### config.mk
export PLATFORM = sky130hd
export DESIGN_NAME = serdes_64b66b_tx_sched_flat
export DESIGN_NICKNAME = d
export VERILOG_FILES = /design/src/rtl/serdes_64b66b_tx_sched_if.sv /design/src/rtl/serdes_64b66b_tx_sched.sv /design/src/flat_wrapper.sv
export SDC_FILE = /design/constraint.sdc
export NUM_CORES = 1
export LEC_CHECK = 0
export BUFFER_PORTS_ARGS = -buffer_cell sky130_fd_sc_hd__buf_4
export CORE_MARGIN = 1.5
export CORE_UTILIZATION = 42
export DETAILED_ROUTE_END_ITERATION = 16
export HOLD_SLACK_MARGIN = 0.03
export PLACE_DENSITY_LB_ADDON = 0.2
export REMOVE_ABC_BUFFERS = 1
export SYNTH_ARGS = -nofsm -noshare
export SYNTH_HDL_FRONTEND = slang
export SYNTH_SLANG_ARGS = --single-unit
### constraint.sdc
create_clock -name I_pcs_tx_clk -period 3.14 [get_ports I_pcs_tx_clk]
set_clock_uncertainty 0.15 [all_clocks]
set_input_delay 0.157 -clock I_pcs_tx_clk [delete_from_list [all_inputs] [get_ports I_pcs_tx_clk]]
set_output_delay 0.157 -clock I_pcs_tx_clk [all_outputs]
set_load 0.01 [all_outputs]
### src/rtl/serdes_64b66b_tx_sched_if.sv
// Requester word streams and encoder-facing word bus of the 64B/66B TX frame scheduler.
// The slave modport is the scheduler. The master modport is the requester/encoder side.
interface serdes_64b66b_tx_sched_if;
  logic        I_req0_valid;
  logic [63:0] I_req0_data;
  logic        I_req0_last;
  logic        O_req0_ready;
  logic        I_req1_valid;
  logic [63:0] I_req1_data;
  logic        I_req1_last;
  logic        O_req1_ready;
  logic [63:0] O_tx_data;
  logic [7:0]  O_tx_ctrl;

  modport master (
    output I_req0_valid, I_req0_data, I_req0_last,
    output I_req1_valid, I_req1_data, I_req1_last,
    input  O_req0_ready, O_req1_ready, O_tx_data, O_tx_ctrl
  );

  modport slave (
    input  I_req0_valid, I_req0_data, I_req0_last,
    input  I_req1_valid, I_req1_data, I_req1_last,
    output O_req0_ready, O_req1_ready, O_tx_data, O_tx_ctrl
  );
endinterface

### src/rtl/serdes_64b66b_tx_sched.sv
// Round-robin frame scheduler for the 64B/66B TX encoder: wraps requester frames as S/D.../T,
// inserts filler frames when idle, caps frame length and counts underruns/truncations/fillers.
module serdes_64b66b_tx_sched #(
  parameter int MAX_D_WORDS = 16
) (
  input  logic                     I_pcs_tx_clk,
  input  logic                     I_pcs_tx_rst,
  serdes_64b66b_tx_sched_if.slave  bus,
  output logic [7:0]               O_underrun_cnt,
  output logic [7:0]               O_trunc_cnt,
  output logic [15:0]              O_filler_cnt
);
  localparam int DATA_W = 64;

  localparam logic [7:0]        CTRL_S = 8'h01;
  localparam logic [7:0]        CTRL_D = 8'h00;
  localparam logic [7:0]        CTRL_T = 8'h80;
  localparam logic [7:0]        CTRL_RST = 8'hFF;
  localparam logic [DATA_W-1:0] DATA_S = {56'd0, 8'hFB};
  localparam logic [DATA_W-1:0] DATA_T = {8'hFD, 56'd0};

  typedef enum logic [1:0] {ST_START, ST_DATA, ST_TERM} state_t;

  function automatic logic [7:0] sat_inc8(input logic [7:0] v);
    return (v == 8'hFF) ? v : v + 8'd1;
  endfunction

  state_t            state_q, state_d;
  logic              grant_q, grant_d;
  logic              filler_q, filler_d;
  logic              last_srv_q, last_srv_d;
  logic [7:0]        dcnt_q, dcnt_d;
  logic [1:0]        flush_q, flush_d;
  logic [DATA_W-1:0] tx_data_q, tx_data_d;
  logic [7:0]        tx_ctrl_q, tx_ctrl_d;
  logic [7:0]        underrun_q, underrun_d;
  logic [7:0]        trunc_q, trunc_d;
  logic [15:0]       filler_cnt_q, filler_cnt_d;

  logic [1:0]        vld, lst, rdy, elig;
  logic [DATA_W-1:0] gdata;
  logic [8:0]        dcnt_nxt;
  logic              at_max;

  assign vld   = {bus.I_req1_valid, bus.I_req0_valid};
  assign lst   = {bus.I_req1_last, bus.I_req0_last};
  assign gdata = grant_q ? bus.I_req1_data : bus.I_req0_data;
  assign elig  = vld & ~flush_q;

  // A flushing requester keeps ready high in every state; it can never also hold the grant.
  assign rdy[0] = flush_q[0] | ((state_q == ST_DATA) && !filler_q && !grant_q);
  assign rdy[1] = flush_q[1] | ((state_q == ST_DATA) && !filler_q && grant_q);

  assign dcnt_nxt = {1'b0, dcnt_q} + 9'd1;
  assign at_max   = (dcnt_nxt == 9'(MAX_D_WORDS));

  always_comb begin
    state_d      = state_q;
    grant_d      = grant_q;
    filler_d     = filler_q;
    last_srv_d   = last_srv_q;
    dcnt_d       = dcnt_q;
    flush_d      = flush_q;
    tx_data_d    = '0;
    tx_ctrl_d    = CTRL_D;
    underrun_d   = underrun_q;
    trunc_d      = trunc_q;
    filler_cnt_d = filler_cnt_q;

    for (int n = 0; n < 2; n++) begin
      if (flush_q[n] && vld[n] && lst[n]) flush_d[n] = 1'b0;
    end

    case (state_q)
      ST_START: begin
        tx_ctrl_d = CTRL_S;
        tx_data_d = DATA_S;
        dcnt_d    = '0;
        state_d   = ST_DATA;
        filler_d  = 1'b0;
        if (elig == 2'b11) begin
          grant_d    = ~last_srv_q;
          last_srv_d = ~last_srv_q;
        end else if (elig[0]) begin
          grant_d    = 1'b0;
          last_srv_d = 1'b0;
        end else if (elig[1]) begin
          grant_d    = 1'b1;
          last_srv_d = 1'b1;
        end else begin
          filler_d     = 1'b1;
          filler_cnt_d = filler_cnt_q + 16'd1;
        end
      end
      ST_DATA: begin
        tx_ctrl_d = CTRL_D;
        if (filler_q) begin
          state_d = ST_TERM;
        end else begin
          dcnt_d = dcnt_nxt[7:0];
          if (vld[grant_q]) begin
            tx_data_d = gdata;
          end else begin
            underrun_d = sat_inc8(underrun_q);
          end
          // Cutting a frame short (even on a padded word) discards the requester's remaining words.
          if (vld[grant_q] && lst[grant_q]) begin
            state_d = ST_TERM;
          end else if (at_max) begin
            state_d          = ST_TERM;
            trunc_d          = sat_inc8(trunc_q);
            flush_d[grant_q] = 1'b1;
          end
        end
      end
      ST_TERM: begin
        tx_ctrl_d = CTRL_T;
        tx_data_d = DATA_T;
        state_d   = ST_START;
      end
      default: begin
        tx_ctrl_d = CTRL_RST;
        state_d   = ST_START;
      end
    endcase
  end

  always_ff @(posedge I_pcs_tx_clk or posedge I_pcs_tx_rst) begin
    if (I_pcs_tx_rst) begin
      state_q      <= ST_START;
      grant_q      <= 1'b0;
      filler_q     <= 1'b0;
      last_srv_q   <= 1'b1;
      dcnt_q       <= '0;
      flush_q      <= '0;
      tx_data_q    <= '0;
      tx_ctrl_q    <= CTRL_RST;
      underrun_q   <= '0;
      trunc_q      <= '0;
      filler_cnt_q <= '0;
    end else begin
      state_q      <= state_d;
      grant_q      <= grant_d;
      filler_q     <= filler_d;
      last_srv_q   <= last_srv_d;
      dcnt_q       <= dcnt_d;
      flush_q      <= flush_d;
      tx_data_q    <= tx_data_d;
      tx_ctrl_q    <= tx_ctrl_d;
      underrun_q   <= underrun_d;
      trunc_q      <= trunc_d;
      filler_cnt_q <= filler_cnt_d;
    end
  end

  assign bus.O_req0_ready = rdy[0];
  assign bus.O_req1_ready = rdy[1];
  assign bus.O_tx_data    = tx_data_q;
  assign bus.O_tx_ctrl    = tx_ctrl_q;
  assign O_underrun_cnt   = underrun_q;
  assign O_trunc_cnt      = trunc_q;
  assign O_filler_cnt     = filler_cnt_q;
endmodule
### src/flat_wrapper.sv
// flat-port wrapper written by rule: the top's interface ports become plain ports
module serdes_64b66b_tx_sched_flat 
#(
  parameter int MAX_D_WORDS = 16
)
  (I_pcs_tx_clk, I_pcs_tx_rst, O_underrun_cnt, O_trunc_cnt, O_filler_cnt, bus_I_req0_valid, bus_I_req0_data, bus_I_req0_last, bus_I_req1_valid, bus_I_req1_data, bus_I_req1_last, bus_O_req0_ready, bus_O_req1_ready, bus_O_tx_data, bus_O_tx_ctrl);
  serdes_64b66b_tx_sched_if bus_i ();
  input  logic I_pcs_tx_clk;
  input  logic I_pcs_tx_rst;
  output logic [7:0] O_underrun_cnt;
  output logic [7:0] O_trunc_cnt;
  output logic [15:0] O_filler_cnt;
  input wire logic [$bits(bus_i.I_req0_valid)-1:0] bus_I_req0_valid;
  input wire logic [$bits(bus_i.I_req0_data)-1:0] bus_I_req0_data;
  input wire logic [$bits(bus_i.I_req0_last)-1:0] bus_I_req0_last;
  input wire logic [$bits(bus_i.I_req1_valid)-1:0] bus_I_req1_valid;
  input wire logic [$bits(bus_i.I_req1_data)-1:0] bus_I_req1_data;
  input wire logic [$bits(bus_i.I_req1_last)-1:0] bus_I_req1_last;
  output wire logic [$bits(bus_i.O_req0_ready)-1:0] bus_O_req0_ready;
  output wire logic [$bits(bus_i.O_req1_ready)-1:0] bus_O_req1_ready;
  output wire logic [$bits(bus_i.O_tx_data)-1:0] bus_O_tx_data;
  output wire logic [$bits(bus_i.O_tx_ctrl)-1:0] bus_O_tx_ctrl;
  assign bus_i.I_req0_valid = bus_I_req0_valid;
  assign bus_i.I_req0_data = bus_I_req0_data;
  assign bus_i.I_req0_last = bus_I_req0_last;
  assign bus_i.I_req1_valid = bus_I_req1_valid;
  assign bus_i.I_req1_data = bus_I_req1_data;
  assign bus_i.I_req1_last = bus_I_req1_last;
  assign bus_O_req0_ready = bus_i.O_req0_ready;
  assign bus_O_req1_ready = bus_i.O_req1_ready;
  assign bus_O_tx_data = bus_i.O_tx_data;
  assign bus_O_tx_ctrl = bus_i.O_tx_ctrl;
  serdes_64b66b_tx_sched #(.MAX_D_WORDS(MAX_D_WORDS)) u_core (.I_pcs_tx_clk(I_pcs_tx_clk), .I_pcs_tx_rst(I_pcs_tx_rst), .bus(bus_i), .O_underrun_cnt(O_underrun_cnt), .O_trunc_cnt(O_trunc_cnt), .O_filler_cnt(O_filler_cnt));
endmodule
==> results of run 1 <==
synthesized netlist by cell type, types with 3 or more instances:
cell,instances
dfrtp_1,110
mux2i_1,66
nor2_1,65
xnor2_1,22
nand2_1,18
o21ai_0,17
nand3_1,15
clkbuf_1,12
xor2_1,12
ha_1,9
inv_1,8
a21oi_1,6
a22o_1,6
mux2_2,6
nand4_1,6
buf_4,5
nand2b_1,5
dfstp_2,4
and3_1,3
buf_1,3
nor2b_1,3
nor3_1,3
or3_1,3
cells by family after synthesis:
kind of cell | count (synthesis) | share of synthesized area
XOR/XNOR | 35 | 0.0612
buffers and inverters | 31 | 0.0268
adder cells (fa/ha/maj) | 9 | 0.0219
multiplexers | 72 | 0.142
AND/OR/NAND/NOR | 137 | 0.141
AO/OA/AOI/OAI | 40 | 0.0505
flip-flops | 114 | 0.557
worst paths after layout:
path | cells past startpoint | endpoint | slack [ns]
worst max-delay path | 5 | u_core.bus.O_tx_data[3] | 0.29
worst min-delay path | 3 | u_core.last_srv_q | 0.14
worst max register to register | 5 | u_core.bus.O_tx_data[3] | 0.29
worst min register to register | 1 | u_core.O_filler_cnt[15] | 0.34
max in group asynchronous | 4 | u_core.last_srv_q | 1.95
min in group asynchronous | 3 | u_core.bus.O_tx_data[4] | 0.18
state kept, by name, indices dropped and copies added, names as in the netlist, 2 cells and up:
name / cells
u_core.O_filler_cnt: 16
u_core.O_trunc_cnt: 8
u_core.O_underrun_cnt: 8
u_core.bus.O_tx_ctrl: 3
u_core.bus.O_tx_data: 64
u_core.dcnt_q: 8
u_core.flush_q: 2
u_core.state_q: 2
per-stage QoR:
stage	cell area (um^2)	setup WS [ns]	setup TNS (ns)	instances	total power [mW]
after floorplan	5030	-0.977	-77.47	416	3.33
after global placement	7050	0.582	0	805	4.22
after detailed placement	7050	0.456	0	805	4.29
after CTS	8990	0.399	0	971	6.69
after global routing	9000	0.167	0	972	7.10
final	9000	0.294	0	972	6.78
what timing repair did:
item / in CTS / in global routing
hold buffers: 134 / 0
hold endpoints to repair: 99 / 0
setup endpoints to repair: 0 / 0
layer usage:
layer | routed length [um] | GRT usage | vias to the layer above
met5 | 0 | 0 | -
met4 | 1030 | 0.190 | 0
met3 | 1260 | 0.0845 | 69
met2 | 9240 | 0.512 | 238
met1 | 6810 | 0.316 | 2398
li1 | - | - | 2247
worst max-delay path, stage by stage, from the launching register on:
cell and delay (ns):
dfrtp_1 0.43, inv_1 0.10, ha_1 0.42, nand2b_1 0.24, or3_2 0.93, o21ai_0 0.42
final cells by class:
cell class	instances	area share
sequential	114	0.318
multi-input combinational	293	0.238
inverter	9	0.00403
clock buffer	22	0.0527
antenna	1	0.000278
clock inverter	10	0.0146
timing repair buffer	376	0.352
tap	147	0.0204
where the power goes:
part           internal [mW]  switching [mW]  leakage (nW)
Combinational           1.41            1.27          2.78
Clock                   1.30           0.671         0.300
Sequential              1.84           0.293          1.52
==> reports/metrics.yaml, run 1 <==
run_status:
  status: "complete, no violations"
floorplan:
  dieWidth_um: 114
  dieArea_um2: 12900
  core_area_um2: 12000
  io_pins: 240
  die_h_um: 114
  initial_utilization: 0.429
  row_count: 40
synthesis:
  netlist_area_um2: 5130
  ys_seq_area_frac: 0.557
  synth_edf_count: 0
  ys_warn_count: 0
  ys_ff_latch: 114
  synth-async-reset-ratio: 1.00
  synthCells: 438
  synth_area_leaders: "dfrtp_1, mux2i_1, nor2_1"
  ys.flop_type: "dfrtp_1"
  synth_area_leader_cell: "dfrtp_1"
  synth.distinct_cells: 48
  postSynthAreaPerCell_um2: 11.7
  synth_top_area_frac: 0.536
clock_network:
  htree_levels: 4
  cts_num_sinks: 114
  clkTransAtPathRegs_ns: 0.05
  cts_tree: "done"
  clockBufferDepth: 2
  root_buffer: "clkbuf_16"
  cts_setup_buffers: 0
  cts_resized: 0
  numCtsBuffers: 17
  clock_latency_ns: 0.41
worst_setup_path:
  worst_ep_required_time_ns: 3.28
  timing.rr.start: "u_core.state_q[1]"
  path_class: "reg2reg"
  crit_path_end_kind: "flop"
  critPathLaunch: "u_core.state_q[1]"
  path_max_fanout: 56
  cp.arrival_ns: 2.99
  critPathLaunchType: "flop"
timing:
  relSlewSlack: 0.339
  finalMaxSlewViolations: 0
  period_minus_slack_ns: 2.85
  fmax_mhz: 351
  whs_ns: 0.140
  rsz0062_at_grt: "no"
  finalHoldViolations: 0
  tightest_slew_ns: 0.992
  setup_violations: 0
  fin_crit_sh: 0.906
finish:
  synthToLayoutAreaGrowth_pct: 75.3
  nets: 954
  drive_gt1_frac: 0.362
  multi_input_area_um2: 2140
  final_cell_mix: "buf_4, dlygate4sd3_1, dfrtp_1"
  final_common_cell: "buf_4"
  fin_util: 0.752
  final-seq-area_um2: 2860
  fillers: 736
placement:
  dpl.hpwl_um: 10700
  gp_congestion: 0.860
  port_buffers: 239
grt:
  antenna_found_initial: 1
  grt_usage: 0.295
  grt-ovfl-total: 0
  grt_max_degree: 63
  grt_pass1_vias: 5514
  grt_pass1_wl_um: 28800
detailed_routing:
  wire_per_inst_um: 18.9
  first_pass_iters: 6
  vias: 4952
  ant_nets: 0
  routed_wl_um: 18300
  drtIter0Drc: 171
  via_per_inst: 5.09
  drc: 0
pwr:
  power.density_nw_per_um2: 754
  peakVddDrop_mv: 0.435
  p_leak_nw: 4.60
hold_path:
  hold_class: "in2reg"
  min_from: "bus_I_req0_valid"
run:
  max_cap_violations: 0
Power figures use the tool's default switching activity.
==> inputs of run 2 (changes only) <==
Settings changed: BUFFER_PORTS_ARGS -buffer_cell sky130_fd_sc_hd__buf_4 to unset, CORE_UTILIZATION 42 to 57, DONT_BUFFER_PORTS set to 1, PLACE_DENSITY set to 0.75, PLACE_DENSITY_LB_ADDON 0.2 to unset.
==> run 2 against run 1 <==
The flow now stops in clock tree synthesis (4_1_cts). Synthesized cell count unchanged. Area after synthesis unchanged.
==> reports/metrics.yaml, run 2 <==
floorplan:
  die_h_um: 97.9  # -14%
  dieWidth_um: 97.9  # -14%
  io_pins: 240  # unchanged
  row_count: 34  # -15%
  initial_utilization: 0.588  # +0.159
clock_network:
  cts_resized: 0  # unchanged
  cts_setup_buffers: 0  # unchanged
  numCtsBuffers: 17  # unchanged
  hold_buffers: 114  # -15%
  root_buffer: "clkbuf_8"
  htree_levels: 4  # unchanged
  clockBufferDepth: 2  # unchanged
  cts_num_sinks: 114  # unchanged
synthesis:
  ys.flop_type: "dfrtp_1"
  synth_edf_count: 0  # unchanged
  synthCells: 438  # unchanged
  postSynthAreaPerCell_um2: 11.7  # unchanged
  netlist_area_um2: 5130  # unchanged
  synth_area_leaders: "dfrtp_1, mux2i_1, nor2_1"
  synth_area_leader_cell: "dfrtp_1"
  ys_warn_count: 0  # unchanged
  synth.distinct_cells: 48  # unchanged
  synth_top_area_frac: 0.536  # unchanged
  synth_most_common_cell: "dfrtp_1"
  synthTopCellsByCount: "dfrtp_1, mux2i_1, nor2_1"
  synth-async-reset-ratio: 1.00  # unchanged
  ys_seq_area_frac: 0.557  # unchanged
  ys_ff_latch: 114  # unchanged
placement:
  gp_congestion: 0.831  # -3.4%
  place_inst: 528  # -34%
  port_buffers: 0  # -100%
  dpl.hpwl_um: 8560  # -20%
  place_area_um2: 5210  # -26%
run_status:
  status: "stopped before the end"
  lastStage: "clock tree synthesis (4_1_cts)"
  error_line: "[ERROR RSZ-0060] Max buffer count reached."
-- run 2: metrics by stage --
| step | util | setup slack [ns] | hold slack [ns] | TNS (ns) |
|---|---|---|---|---|
| 3_5_place_dp | 0.598 | 0.441 | 0.00665 | 0 |
| 3_3_place_gp | 0.598 | 0.610 | -0.00196 | 0 |
| 2_1_floorplan | - | -0.977 | 0.160 | -77.47 |
-- run 2: logic make-up after synthesis --
| family | count (synthesis) | synth area share |
|---|---|---|
| AO/OA/AOI/OAI | 40 | 0.0505 |
| AND/OR/NAND/NOR | 137 | 0.141 |
| flip-flops | 114 | 0.557 |
| buffers and inverters | 31 | 0.0268 |
| adder cells (fa/ha/maj) | 9 | 0.0219 |
| XOR/XNOR | 35 | 0.0612 |
| multiplexers | 72 | 0.142 |
==> inputs of run 3 (changes only) <==
Settings changed: CORE_UTILIZATION 57 to 40, HOLD_SLACK_MARGIN 0.03 to unset, PLACE_DENSITY 0.75 to unset, PLACE_DENSITY_LB_ADDON set to 0.15.
Clock period 3.14 ns to 4.1 ns, I/O delays scaled along.
==> run 3 against run 2 <==
The run again fails in clock tree synthesis (4_1_cts). Area after synthesis stayed put. Synthesized cell count stayed put.
==> reports/metrics.yaml, run 3 <==
run_status:
  status: "stopped before the end"
  lastStage: "clock tree synthesis (4_1_cts)"
  error_line: "[ERROR RSZ-0060] Max buffer count reached."
synthesis:
  ys.flop_type: "dfrtp_1"
  netlist_area_um2: 5130  # unchanged
  synth_top_area_frac: 0.536  # unchanged
  synth.distinct_cells: 48  # unchanged
  synth-async-reset-ratio: 1.00  # unchanged
  synth_edf_count: 0  # unchanged
  ys_seq_area_frac: 0.557  # unchanged
  synthCells: 438  # unchanged
  ys_warn_count: 0  # unchanged
  synthTopCellsByCount: "dfrtp_1, mux2i_1, nor2_1"
  synth_most_common_cell: "dfrtp_1"
  ys_ff_latch: 114  # unchanged
  synth_area_leaders: "dfrtp_1, mux2i_1, nor2_1"
  synth_area_leader_cell: "dfrtp_1"
  postSynthAreaPerCell_um2: 11.7  # unchanged
floorplan:
  die_h_um: 116  # +19%
  io_pins: 240  # unchanged
  initial_utilization: 0.408  # -0.180
  dieWidth_um: 116  # +19%
  row_count: 41  # +21%
clock_network:
  numCtsBuffers: 17  # unchanged
  htree_levels: 4  # unchanged
  cts_setup_buffers: 0  # unchanged
  root_buffer: "clkbuf_16"
  hold_buffers: 125  # +9.6%
  clockBufferDepth: 2  # unchanged
  cts_num_sinks: 114  # unchanged
  cts_resized: 0  # unchanged
placement:
  gp_congestion: 0.812  # -2.3%
  dpl.hpwl_um: 8700  # +1.6%
  port_buffers: 0  # unchanged
run 3: cell counts after synthesis:
Identical to the previous run, type by type.
run 3: cells by family after synthesis:
group,after synthesis,share of synthesized area
DFF,114,0.557
xor gates and xnor gates,35,0.0612
AOI/OAI and AO/OA,40,0.0505
muxes,72,0.142
buffers and inverters,31,0.0268
adders and majority gates,9,0.0219
and+or+nand+nor,137,0.141
run 3: through the flow:
stage,cells,worst slack (ns),cell area (um^2),hold slack [ns],util
global placement,591,1.52,5270,0.0674,0.420
detailed placement,591,1.40,5270,0.0723,0.420
floorplan,416,-0.0166,5030,0.208,-
